### config.mk
export PLATFORM = sky130hd
export DESIGN_NAME = univ_shift_reg
export DESIGN_NICKNAME = d
export VERILOG_FILES = /design/src/rtl/univ_shift_reg.sv
export SDC_FILE = /design/constraint.sdc
export NUM_CORES = 1
export LEC_CHECK = 0
export CAP_MARGIN = 20
export CORE_MARGIN = 3
export CORE_UTILIZATION = 55
export CTS_BUF_LIST = sky130_fd_sc_hd__clkbuf_4
export CTS_CLUSTER_DIAMETER = 120
export DETAILED_ROUTE_END_ITERATION = 16
export DONT_BUFFER_PORTS = 1
export PLACE_DENSITY = 0.7
export REMOVE_ABC_BUFFERS = 1
export SETUP_SLACK_MARGIN = 0.4
export SYNTH_ARGS = -nofsm -noshare
export SYNTH_HDL_FRONTEND = slang
export SYNTH_SLANG_ARGS = --single-unit
### constraint.sdc
create_clock -name clk_i -period 2.9 [get_ports clk_i]
set_clock_uncertainty 0.15 [all_clocks]
set_input_delay 0.145 -clock clk_i [delete_from_list [all_inputs] [get_ports clk_i]]
set_output_delay 0.145 -clock clk_i [all_outputs]
set_load 0.01 [all_outputs]
### src/rtl/univ_shift_reg.sv
// rtl/univ_shift_reg.sv - universal shift register with counted burst-shift engine
// Hold/shift/rotate/load per cycle in IDLE; BUSY repeats a latched shift mode cnt times.
`timescale 1ns/1ps
module univ_shift_reg #(
    parameter int WIDTH = 8,
    parameter int CNT_W = 4
) (
    input  logic             clk_i,
    input  logic             rst_ni,
    input  logic [2:0]       mode_i,
    input  logic             sr_in_i,
    input  logic [WIDTH-1:0] par_in_i,
    input  logic             start_i,
    input  logic [CNT_W-1:0] cnt_i,
    output logic [WIDTH-1:0] q_o,
    output logic             sr_out_o,
    output logic             busy_o,
    output logic             done_o
);

    localparam logic [2:0] M_HOLD = 3'b000;
    localparam logic [2:0] M_SHL  = 3'b001;
    localparam logic [2:0] M_SHR  = 3'b010;
    localparam logic [2:0] M_ROL  = 3'b011;
    localparam logic [2:0] M_ROR  = 3'b100;
    localparam logic [2:0] M_LOAD = 3'b101;

    typedef enum logic {S_IDLE, S_BUSY} state_e;

    state_e           state_q;
    logic [WIDTH-1:0] q_q;
    logic [WIDTH-1:0] q_d;
    logic [2:0]       mode_lat_q;
    logic [CNT_W-1:0] count_q;
    logic             busy_q;
    logic             done_q;
    logic [2:0]       eff_mode;
    logic             is_shift;

    // During a burst the latched mode drives both the datapath and sr_out.
    always_comb begin
        eff_mode = (state_q == S_BUSY) ? mode_lat_q : mode_i;
        is_shift = (mode_i == M_SHL) || (mode_i == M_SHR) ||
                   (mode_i == M_ROL) || (mode_i == M_ROR);
        q_d = q_q;
        case (eff_mode)
            M_SHL:   q_d = {q_q[WIDTH-2:0], sr_in_i};
            M_SHR:   q_d = {sr_in_i, q_q[WIDTH-1:1]};
            M_ROL:   q_d = {q_q[WIDTH-2:0], q_q[WIDTH-1]};
            M_ROR:   q_d = {q_q[0], q_q[WIDTH-1:1]};
            M_LOAD:  q_d = par_in_i;
            default: q_d = q_q;
        endcase
        sr_out_o = ((eff_mode == M_SHL) || (eff_mode == M_ROL)) ? q_q[WIDTH-1] : q_q[0];
    end

    always_ff @(posedge clk_i or negedge rst_ni) begin
        if (!rst_ni) begin
            state_q    <= S_IDLE;
            q_q        <= '0;
            mode_lat_q <= M_HOLD;
            count_q    <= '0;
            busy_q     <= 1'b0;
            done_q     <= 1'b0;
        end else begin
            done_q <= 1'b0;
            case (state_q)
                S_IDLE: begin
                    // The accepting edge only latches; the first shift happens next edge.
                    if (start_i && (cnt_i != '0) && is_shift) begin
                        mode_lat_q <= mode_i;
                        count_q    <= cnt_i;
                        busy_q     <= 1'b1;
                        state_q    <= S_BUSY;
                    end else begin
                        q_q <= q_d;
                    end
                end
                S_BUSY: begin
                    q_q     <= q_d;
                    count_q <= count_q - CNT_W'(1);
                    if (count_q == CNT_W'(1)) begin
                        busy_q     <= 1'b0;
                        done_q     <= 1'b1;
                        mode_lat_q <= M_HOLD;
                        state_q    <= S_IDLE;
                    end
                end
                default: state_q <= S_IDLE;
            endcase
        end
    end

    assign q_o    = q_q;
    assign busy_o = busy_q;
    assign done_o = done_q;

endmodule

# Word-level counts from Yosys, hierarchy flattened
# Cells that the tools add are included.
dict set report word_totals {
  input_bits 19
  register_bits 18
  word_cells 47
}
dict set report classes {
  addsub 1
  eq_ne 13
  n_mux 18
  n_reduce_logical 8
  bitwise_logic 1
}
# operator n
set op_table {}
lappend op_table {{$pmux W8 S5} 1}
lappend op_table {{$pmux W8 S2} 1}
lappend op_table {{$eq A3 B2 Y1 const B} 4}
lappend op_table {{$eq A3 B3 Y1 const B} 3}
lappend op_table {{$mux W3} 3}
lappend op_table {{$mux W8} 1}
lappend op_table {{$pmux W4 S2} 1}
lappend op_table {{$mux W1} 7}
lappend op_table {{$eq A3 B1 Y1 const B} 2}
lappend op_table {{$pmux W3 S2} 1}
lappend op_table {{$eq A4 B1 Y1 const B} 1}
lappend op_table {{$logic_or A1 B1 Y1} 4}
lappend op_table {{$mux W4} 1}
lappend op_table {{$ne A2 B2 Y1 const B} 2}
lappend op_table {{$pmux W1 S2} 2}
lappend op_table {{$reduce_bool A4 Y1} 1}
lappend op_table {{$sub A4 B1 Y4 const B} 1}
lappend op_table {{$logic_and A1 B1 Y1} 2}
lappend op_table {{$ne A2 B1 Y1 const B} 1}
lappend op_table {{$reduce_and A2 Y1} 1}
lappend op_table {{$not A1 Y1} 1}

# Depth between registers and ports, before layout
# Gate-level depths: netlist of run 1.
dict set report depth {
  depth_word 7
  depth_mapped 6
  mapped_depth_nobuf 5
}

# Worst setup path before layout of run 1
# No wires, ideal clock.
dict set report synth_path {
  path_type {register to register}
  from {reg state_q}
  to {reg q_q[7] (netlist: q_o[7])}
  path_stages_with_launch 5
  n_path_buf 0
  synth_period_minus_slack_ps 1844
  required_ps 2626
  arrival_ps 1570
  setup_slack_ps 1056
  setup_time_ps 124
  cell_sequence {dfrtp_1 > mux2i_1 > mux2_2 > a22o_1 > o31a_1}
}
dict set report synth_via {
  elab_chain_len 5
  elab_cells_between_ends 11
  cone_classes {eq/ne (6); mux (4); bitwise (1)}
}
# element line_no
set synth_rtl {}
lappend synth_rtl {{from (decl)} 30} ;# state_e state_q;
lappend synth_rtl {{from (signal assigned)} 59} ;# state_q <= S_IDLE;
lappend synth_rtl {{from (signal assigned)} 74} ;# state_q <= S_BUSY;
lappend synth_rtl {{from (signal assigned)} 86} ;# state_q <= S_IDLE;
lappend synth_rtl {{$mux W3} 42} ;# eff_mode = (state_q == S_BUSY) ? mode_lat_q : mode_i;
lappend synth_rtl {{$eq A3 B3 Y1, or another cell as far along} 46} ;# case (eff_mode)
lappend synth_rtl {{$pmux W8 S5} 46}
lappend synth_rtl {{$mux W8} 70} ;# if (start_i && (cnt_i != '0) && is_shift) begin
lappend synth_rtl {{$pmux W8 S2} 67} ;# case (state_q)
lappend synth_rtl {{to (signal assigned)} 76} ;# q_q <= q_d;
lappend synth_rtl {{to (signal assigned)} 80} ;# q_q <= q_d;
lappend synth_rtl {{to (decl)} 31} ;# logic [WIDTH-1:0] q_q;
# Parallel ways exist; a longest one is shown, timed or not. The select of a mux whose other input is x is not followed.
# A chain may end at the register's enable or synchronous reset.

# Worst setup path after layout of run 1
dict set report layout_path {
  from {reg state_q}
  to {out sr_out_o}
}
dict set report layout_via {
  elab_chain_len 4
  elab_cells_between_ends 5
  cone_classes {eq/ne (2); mux (2); reduce/logical (1)}
}
# element line_no
set layout_rtl {}
lappend layout_rtl {{$mux W3 (*)} 42}
lappend layout_rtl {{$eq A3 B1 Y1 / $eq A3 B2 Y1 (equally long branches)} 54} ;# sr_out_o = ((eff_mode == M_SHL) || (eff_mode == M_ROL)) ? q_q[WIDTH-1] : q_q[0];
lappend layout_rtl {{$logic_or A1 B1 Y1 (*)} 54}
lappend layout_rtl {{$mux W1 (*)} 54}
lappend layout_rtl {{to (decl)} 16} ;# output logic sr_out_o,
# Mark *: on every way between the ends. The rest lies on a longest branch, timed or not.

==> results.yml, run 1 <==
timing:
  setup_ws_ps: 803
  tightest_slew_ps: 838
  slew_headroom_pct: 44.0
  post-route-min-period_ps: 2100
  report.final.slew_viol_count: 0
  final-hold-violation-count: 0
  setup-tns-final_ps: 0
  period_share_pct: 72.3
  grt_setup_unrepaired: "false"
  setup_viol: 0
  fmax_mhz: 477
cts:
  cts_tree: "built"
  clockBufferDepth: 2
  cts.sinks: 18
  ctsHtreeMaxLevel: 1
  root_buffer: "clkbuf_4"
  clk_pin_slew_ps: 120
  cts_buffers: 3
  clock_latency_ps: 310
  postCtsSetupBuffers: 0
worst_setup_path:
  crit_start: "state_q$_DFF_PN0_"
  critPathKind: "reg2out"
  cp-start-kind: "flop"
  r2r.worst_path.cells: 4
  critical_path_arrival_ps: 1800
  r2r_end: "q_o[5]$_DFFE_PN0P_"
  required_ps: 2610
  cp_max_fo: 11
  reg2reg_slack_ps: 850
  cp-end-kind: "output port"
  timing.critical_path.to: "sr_out_o"
  timing.rr.start: "mode_lat_q[2]$_DFFE_PN0P_"
routing:
  via_count: 1048
  wl_met2_um: 1440
  met3_length_um: 147
  firstDrtPassIters: 4
  met1_length_um: 1380
  via_per_inst: 6.24
  drc: 0
  wl_um: 3000
  ant_nets: 0
  dr.max_layer_used: "met4"
  post_drt_wl_per_cell_um: 17.8
  drtIter0Drc: 20
placement:
  dpl_cell_area_um2: 1250
  gp_congestion: 0.847
  io_buffers: 0
  pre_cts_ws_ps: 876
  hpwl_um: 2040
grt:
  grt_overflow_total: 0
  grt_util_all_layers_pct: 23.5
  grt_pass1_vias: 1059
  antenna_found_initial: 0
  grt_pass1_wl_um: 4860
  grt_max_degree: 19
floorplan:
  ioPinCount: 30
  start_util_pct: 60.7
  core.rowCount: 16
  die_h_um: 53.5
  die_w_um: 53.5
  core-area_um2: 2040
  dieArea_um2: 2860
yosys:
  ys_ff_latch: 18
  synthArstFlopShare_pct: 100
  ys_types: 39
  ys_warn_count: 0
  synth_flop_cell: "dfrtp_1"
  synth-edff-count: 0
  synth_cells: 125
  syn_area_per_cell_um2: 9.92
  synth_area_um2: 1240
  ys_seq_area_share_pct: 36.3
layout:
  multi_input_area_um2: 714
  design_area_um2: 1430
  antenna_cells: 0
  drive_above_1_share_pct: 12.1
  fillers: 160
  nets: 163
  syn_to_final_growth_pct: 15.6
  ff_latch_area_um2: 450
  final_core_util_pct: 70.2
worst_hold_path:
  hold_path_class: "in2reg"
job:
  drv_cap: 0
pwr:
  peakVddDrop_mv: 0.593
  power.leakage_nw: 0.610
  p_per_area_nw_per_um2: 1040
run_status:
  status: "complete, no violations"
==> flip-flops by register name, summed over array words and instances, names as in the netlist <==
| signal | flops |
|---|---|
| busy_o | 1 |
| count_q | 4 |
| done_o | 1 |
| mode_lat_q | 3 |
| q_o | 8 |
| state_q | 1 |
==> how the worst min path moves through the flow <==
stage          startpoint                        end  slack (ps)  depth (start not counted)
2_1_floorplan      rst_ni         busy_o$_DFFE_PN0P_        -300                          0
3_3_place_gp       rst_ni     count_q[2]$_DFFE_PN0P_        -300                          0
3_5_place_dp       rst_ni     count_q[2]$_DFFE_PN0P_        -300                          0
4_1_cts         mode_i[2]  mode_lat_q[2]$_DFFE_PN0P_          50                          2
5_1_grt         mode_i[2]  mode_lat_q[2]$_DFFE_PN0P_          40                          2
6_report        mode_i[2]  mode_lat_q[2]$_DFFE_PN0P_          50                          2
==> final cells by class <==
cell class / instances / share of cell area (%)
sequential: 18 / 31.4
tap: 27 / 2.36
timing repair buffer: 19 / 12.7
multi-input combinational: 93 / 49.8
clock buffer: 3 / 1.57
clock inverter: 1 / 0.262
inverter: 7 / 1.83
==> where the power goes <==
group / switching [mW] / internal (mW)
Clock: 0.0868 / 0.0502
Sequential: 0.190 / 0.378
Combinational: 0.409 / 0.379
Total: 0.686 / 0.808
==> worst max-delay path: stages, from the launching register on <==
cell and delay (ps):
dfrtp_1 490, buf_4 220, nand2b_1 170, o22ai_1 220, mux2_2 400
==> cell usage in the layout (no fill, tap or decap), drive strengths merged, types with 2 or more instances in the layout <==
| master | n |
|---|---|
| nor2 | 5 |
| or3 | 3 |
| nand2b | 5 |
| dfrtp | 18 |
| o21bai | 2 |
| a22o | 2 |
| ha | 2 |
| clkbuf | 3 |
| a21oi | 8 |
| mux2i | 8 |
| o21ai | 9 |
| o211ai | 2 |
| nand3b | 2 |
| o22ai | 7 |
| a32oi | 2 |
| mux2 | 2 |
| xor2 | 3 |
| inv | 7 |
| nand2 | 8 |
| dlygate4sd3 | 16 |
| o31ai | 9 |
| buf | 3 |
==> stage by stage <==
| stage | std cells | power [mW] | hold slack (ps) |
|---|---|---|---|
| after global placement | 148 | 1.29 | -300 |
| final | 168 | 1.49 | 50.5 |
| after detailed placement | 148 | 1.33 | -300 |
| after floorplan | 118 | 1.14 | -301 |
| after global routing | 168 | 1.62 | 44.2 |
| after CTS | 168 | 1.49 | 54.8 |
==> logic make-up after synthesis <==
group | after synthesis | synth area share, %
multiplexers | 10 | 8.27
flip-flops | 18 | 36.3
AND/OR/NAND/NOR | 28 | 12.5
XOR/XNOR | 4 | 2.83
AO/OA/AOI/OAI | 49 | 32.0
adder cells (fa/ha/maj) | 2 | 2.02
buffers and inverters | 14 | 6.05
==> layer usage <==
metal,vias up,GRT usage (%)
li1,502,-
met1,511,34.7
met2,30,33.9
met3,5,3.10
met4,0,9.79
met5,-,0
==> synthesized netlist by cell type, types with 2 or more instances <==
master	n	share of area (%)
dfrtp_1	18	36
mux2i_1	8	6.5
nand2_1	8	2.4
o31ai_1	8	4.8
a21oi_1	7	2.8
inv_1	7	2.1
o22ai_1	7	3.5
o21ai_0	6	2.4
nand2b_1	5	2.5
nor2_1	5	1.5
buf_2	3	1.2
buf_4	3	1.8
o21ai_1	3	1.2
or3_1	3	1.5
xor2_1	3	2.1
a22o_1	2	1.4
a32oi_2	2	2.6
ha_1	2	2.0
mux2_2	2	1.8
nand3b_1	2	1.2
o211ai_1	2	1.2
o21bai_1	2	1.2
==> what timing repair did <==
| action | in CTS | in global routing |
|---|---|---|
| endpoints found under the hold margin | 33 | 0 |
| gates resized for setup | 0 | 0 |
| hold buffers | 16 | 0 |
(Power assumes the default switching activity.)
==> inputs of run 2 (changes only) <==
--- a/config.mk
+++ b/config.mk
@@ -12,7 +12,7 @@
 export CTS_CLUSTER_DIAMETER = 120
 export DETAILED_ROUTE_END_ITERATION = 16
 export DONT_BUFFER_PORTS = 1
-export PLACE_DENSITY = 0.7
+export PLACE_DENSITY = 0.73
 export REMOVE_ABC_BUFFERS = 1
 export SETUP_SLACK_MARGIN = 0.4
 export SYNTH_ARGS = -nofsm -noshare
==> constraint.sdc (replaced) <==
create_clock -name clk_i -period 1.75 [get_ports clk_i]
set_clock_uncertainty 0.15 [all_clocks]
set_input_delay 0.0875 -clock clk_i [delete_from_list [all_inputs] [get_ports clk_i]]
set_output_delay 0.0875 -clock clk_i [all_outputs]
set_load 0.01 [all_outputs]
==> run 2 against run 1 <==
Net effect: the flow now finishes with violations (hold timing, setup timing); first-iteration DRC count grew 5.0%; largest cell class unchanged; register-to-register slack worse by 820 ps; non-clock buffer count up 18; cell area up 20%; setup slack worse by 830 ps; die area unchanged; sequential cell count unchanged; core utilization grew 14 points; critical path type unchanged; largest power group unchanged; critical path depth stayed put.
==> results.yml, run 2 (synthesis results as in run 1) <==
routing:
  wl_um: 3580
  post_drt_wl_per_cell_um: 19.3
  drc: 0
  via_per_inst: 6.31
  drtIter0Drc: 21
  ant_nets: 0
  via_count: 1173
  firstDrtPassIters: 6
worst_setup_path:
  crit_chain: "buf_6 > nand2b_4 > o22ai_4 > mux2_4"
  r2r_end: "q_o[7]$_DFFE_PN0P_"
  critical_path_arrival_ps: 1540
  cp-start-kind: "flop"
  cp-end-kind: "output port"
  cp_max_fo: 7
  crit_start: "state_q$_DFF_PN0_"
  required_ps: 1510
  timing.rr.start: "state_q$_DFF_PN0_"
  timing.critical_path.to: "sr_out_o"
  slowest_stage: "dfrtp_1"
  critPathKind: "reg2out"
  critPathMaxStageDelay_ps: 450
  r2r.worst_path.cells: 4
  reg2reg_slack_ps: 30
timing:
  fmax_mhz: 562
  setup_viol: 1
  slew_headroom_pct: 43.5
  hold_ws_ps: -4.96
  tightest_slew_ps: 844
  grt_setup_unrepaired: "true"
  post-route-min-period_ps: 1780
  setup_ws_ps: -28.5
  final-hold-violation-count: 1
  period_share_pct: 102
  report.final.slew_viol_count: 0
layout:
  fillers: 116
  final_cell_mix: "dfrtp_1, dlygate4sd3_1, buf_4"
  nets: 181
  syn_to_final_growth_pct: 39.1
  drive_above_1_share_pct: 35.2
  largest_reg_flops: 8
  final_common_cell: "dfrtp_1"
  design_area_um2: 1720
  antenna_cells: 0
placement:
  gp_congestion: 0.744
  dpl_cell_area_um2: 1320
  pre_cts_ws_ps: -5.66
  hpwl_um: 2260
  io_buffers: 0
floorplan:
  ioPinCount: 30
  die_w_um: 53.5
  start_util_pct: 60.7
  core-area_um2: 2040
  dieArea_um2: 2860
  core.rowCount: 16
  die_h_um: 53.5
grt:
  grt_overflow_total: 0
  use_met3_pct: 5.35
  grt_max_degree: 19
  met1_usage_pct: 31.1
  grt_pass1_wl_um: 5410
  grt_pass1_vias: 1128
  antenna_found_initial: 0
  grt_util_all_layers_pct: 26.6
  grt.busiest_layer: "met2"
  gr-usage-met2_pct: 44.9
cts:
  cts_buffers: 3
  clock_latency_ps: 300
  clockBufferDepth: 2
  clk_pin_slew_ps: 110
  cts_tree: "built"
  cts.sinks: 18
  ctsHtreeMaxLevel: 1
  root_buffer: "clkbuf_4"
run_status:
  violations: "hold timing, setup timing"
  status: "finished, violations left"
job:
  drv_cap: 0
worst_hold_path:
  hold_path_class: "in2reg"
pwr:
  power.leakage_nw: 0.748
  peakVddDrop_mv: 1.37
  p_per_area_nw_per_um2: 1790
  finalPower_mw: 3.09
[run 2: area by class of cell]
type	count	area [µm²]	area share (%)
Tap cell	27	33.8	1.96
Clock inverter	1	3.75	0.218
Inverter	7	28.8	1.67
Multi-Input combinational cell	93	827	48.0
Timing Repair Buffer	37	355	20.6
Clock buffer	3	22.5	1.31
Sequential cell	18	453	26.3
[run 2: metrics by stage]
step                instances  hold slack (ps)  utilization [%]  setup TNS (ps)
floorplan                 118             -358                -           -1980
global placement          157             -358             64.4           -17.4
detailed placement        157             -358             64.4           -7.68
CTS                       183            -2.25             81.1               0
global route              186             15.3             84.4           -92.8
finish                    186            -4.96             84.4           -28.5
[run 2: worst min path at each step]
stage	from	endpoint	slack, ps	depth (start not counted)
6_report	mode_i[0]	mode_lat_q[0]$_DFFE_PN0P_	-5	3
5_1_grt	mode_i[0]	mode_lat_q[0]$_DFFE_PN0P_	20	3
4_1_cts	mode_i[2]	mode_lat_q[2]$_DFFE_PN0P_	-2	2
3_5_place_dp	rst_ni	q_o[3]$_DFFE_PN0P_	-360	0
3_3_place_gp	rst_ni	q_o[4]$_DFFE_PN0P_	-360	0
2_1_floorplan	rst_ni	busy_o$_DFFE_PN0P_	-360	0
[run 2: critical path: cells and delay by family (launching register included)]
kind / cells / cell delay (ps)
buffers and inverters: 1 / 160
AND/OR/NAND/NOR: 1 / 150
AO/OA/AOI/OAI: 1 / 140
flip-flops: 1 / 450
multiplexers: 1 / 340
[run 2: metal layers]
layer  share of wire, %  up-vias  wire length [µm]
li1                   -      535                 -
met1                 40      580              1430
met2                 52       45              1850
met3                5.7       13               203
met4                2.8        0                99
met5                  0        -                 0
[run 2: repair_timing]
item,CTS,global route
setup buffers,6,3
endpoints found under the hold margin,34,0
gates resized for setup,28,14
setup endpoints to repair,16,19
pin swaps,19,4
hold buffers,16,0
[run 2: report_power, final]
| group | leakage, nW | internal, mW | switching, mW |
|---|---|---|---|
| registers | 0.215 | 0.630 | 0.310 |
| clock network | 0.0154 | 0.0833 | 0.144 |
| logic | 0.517 | 1.04 | 0.882 |
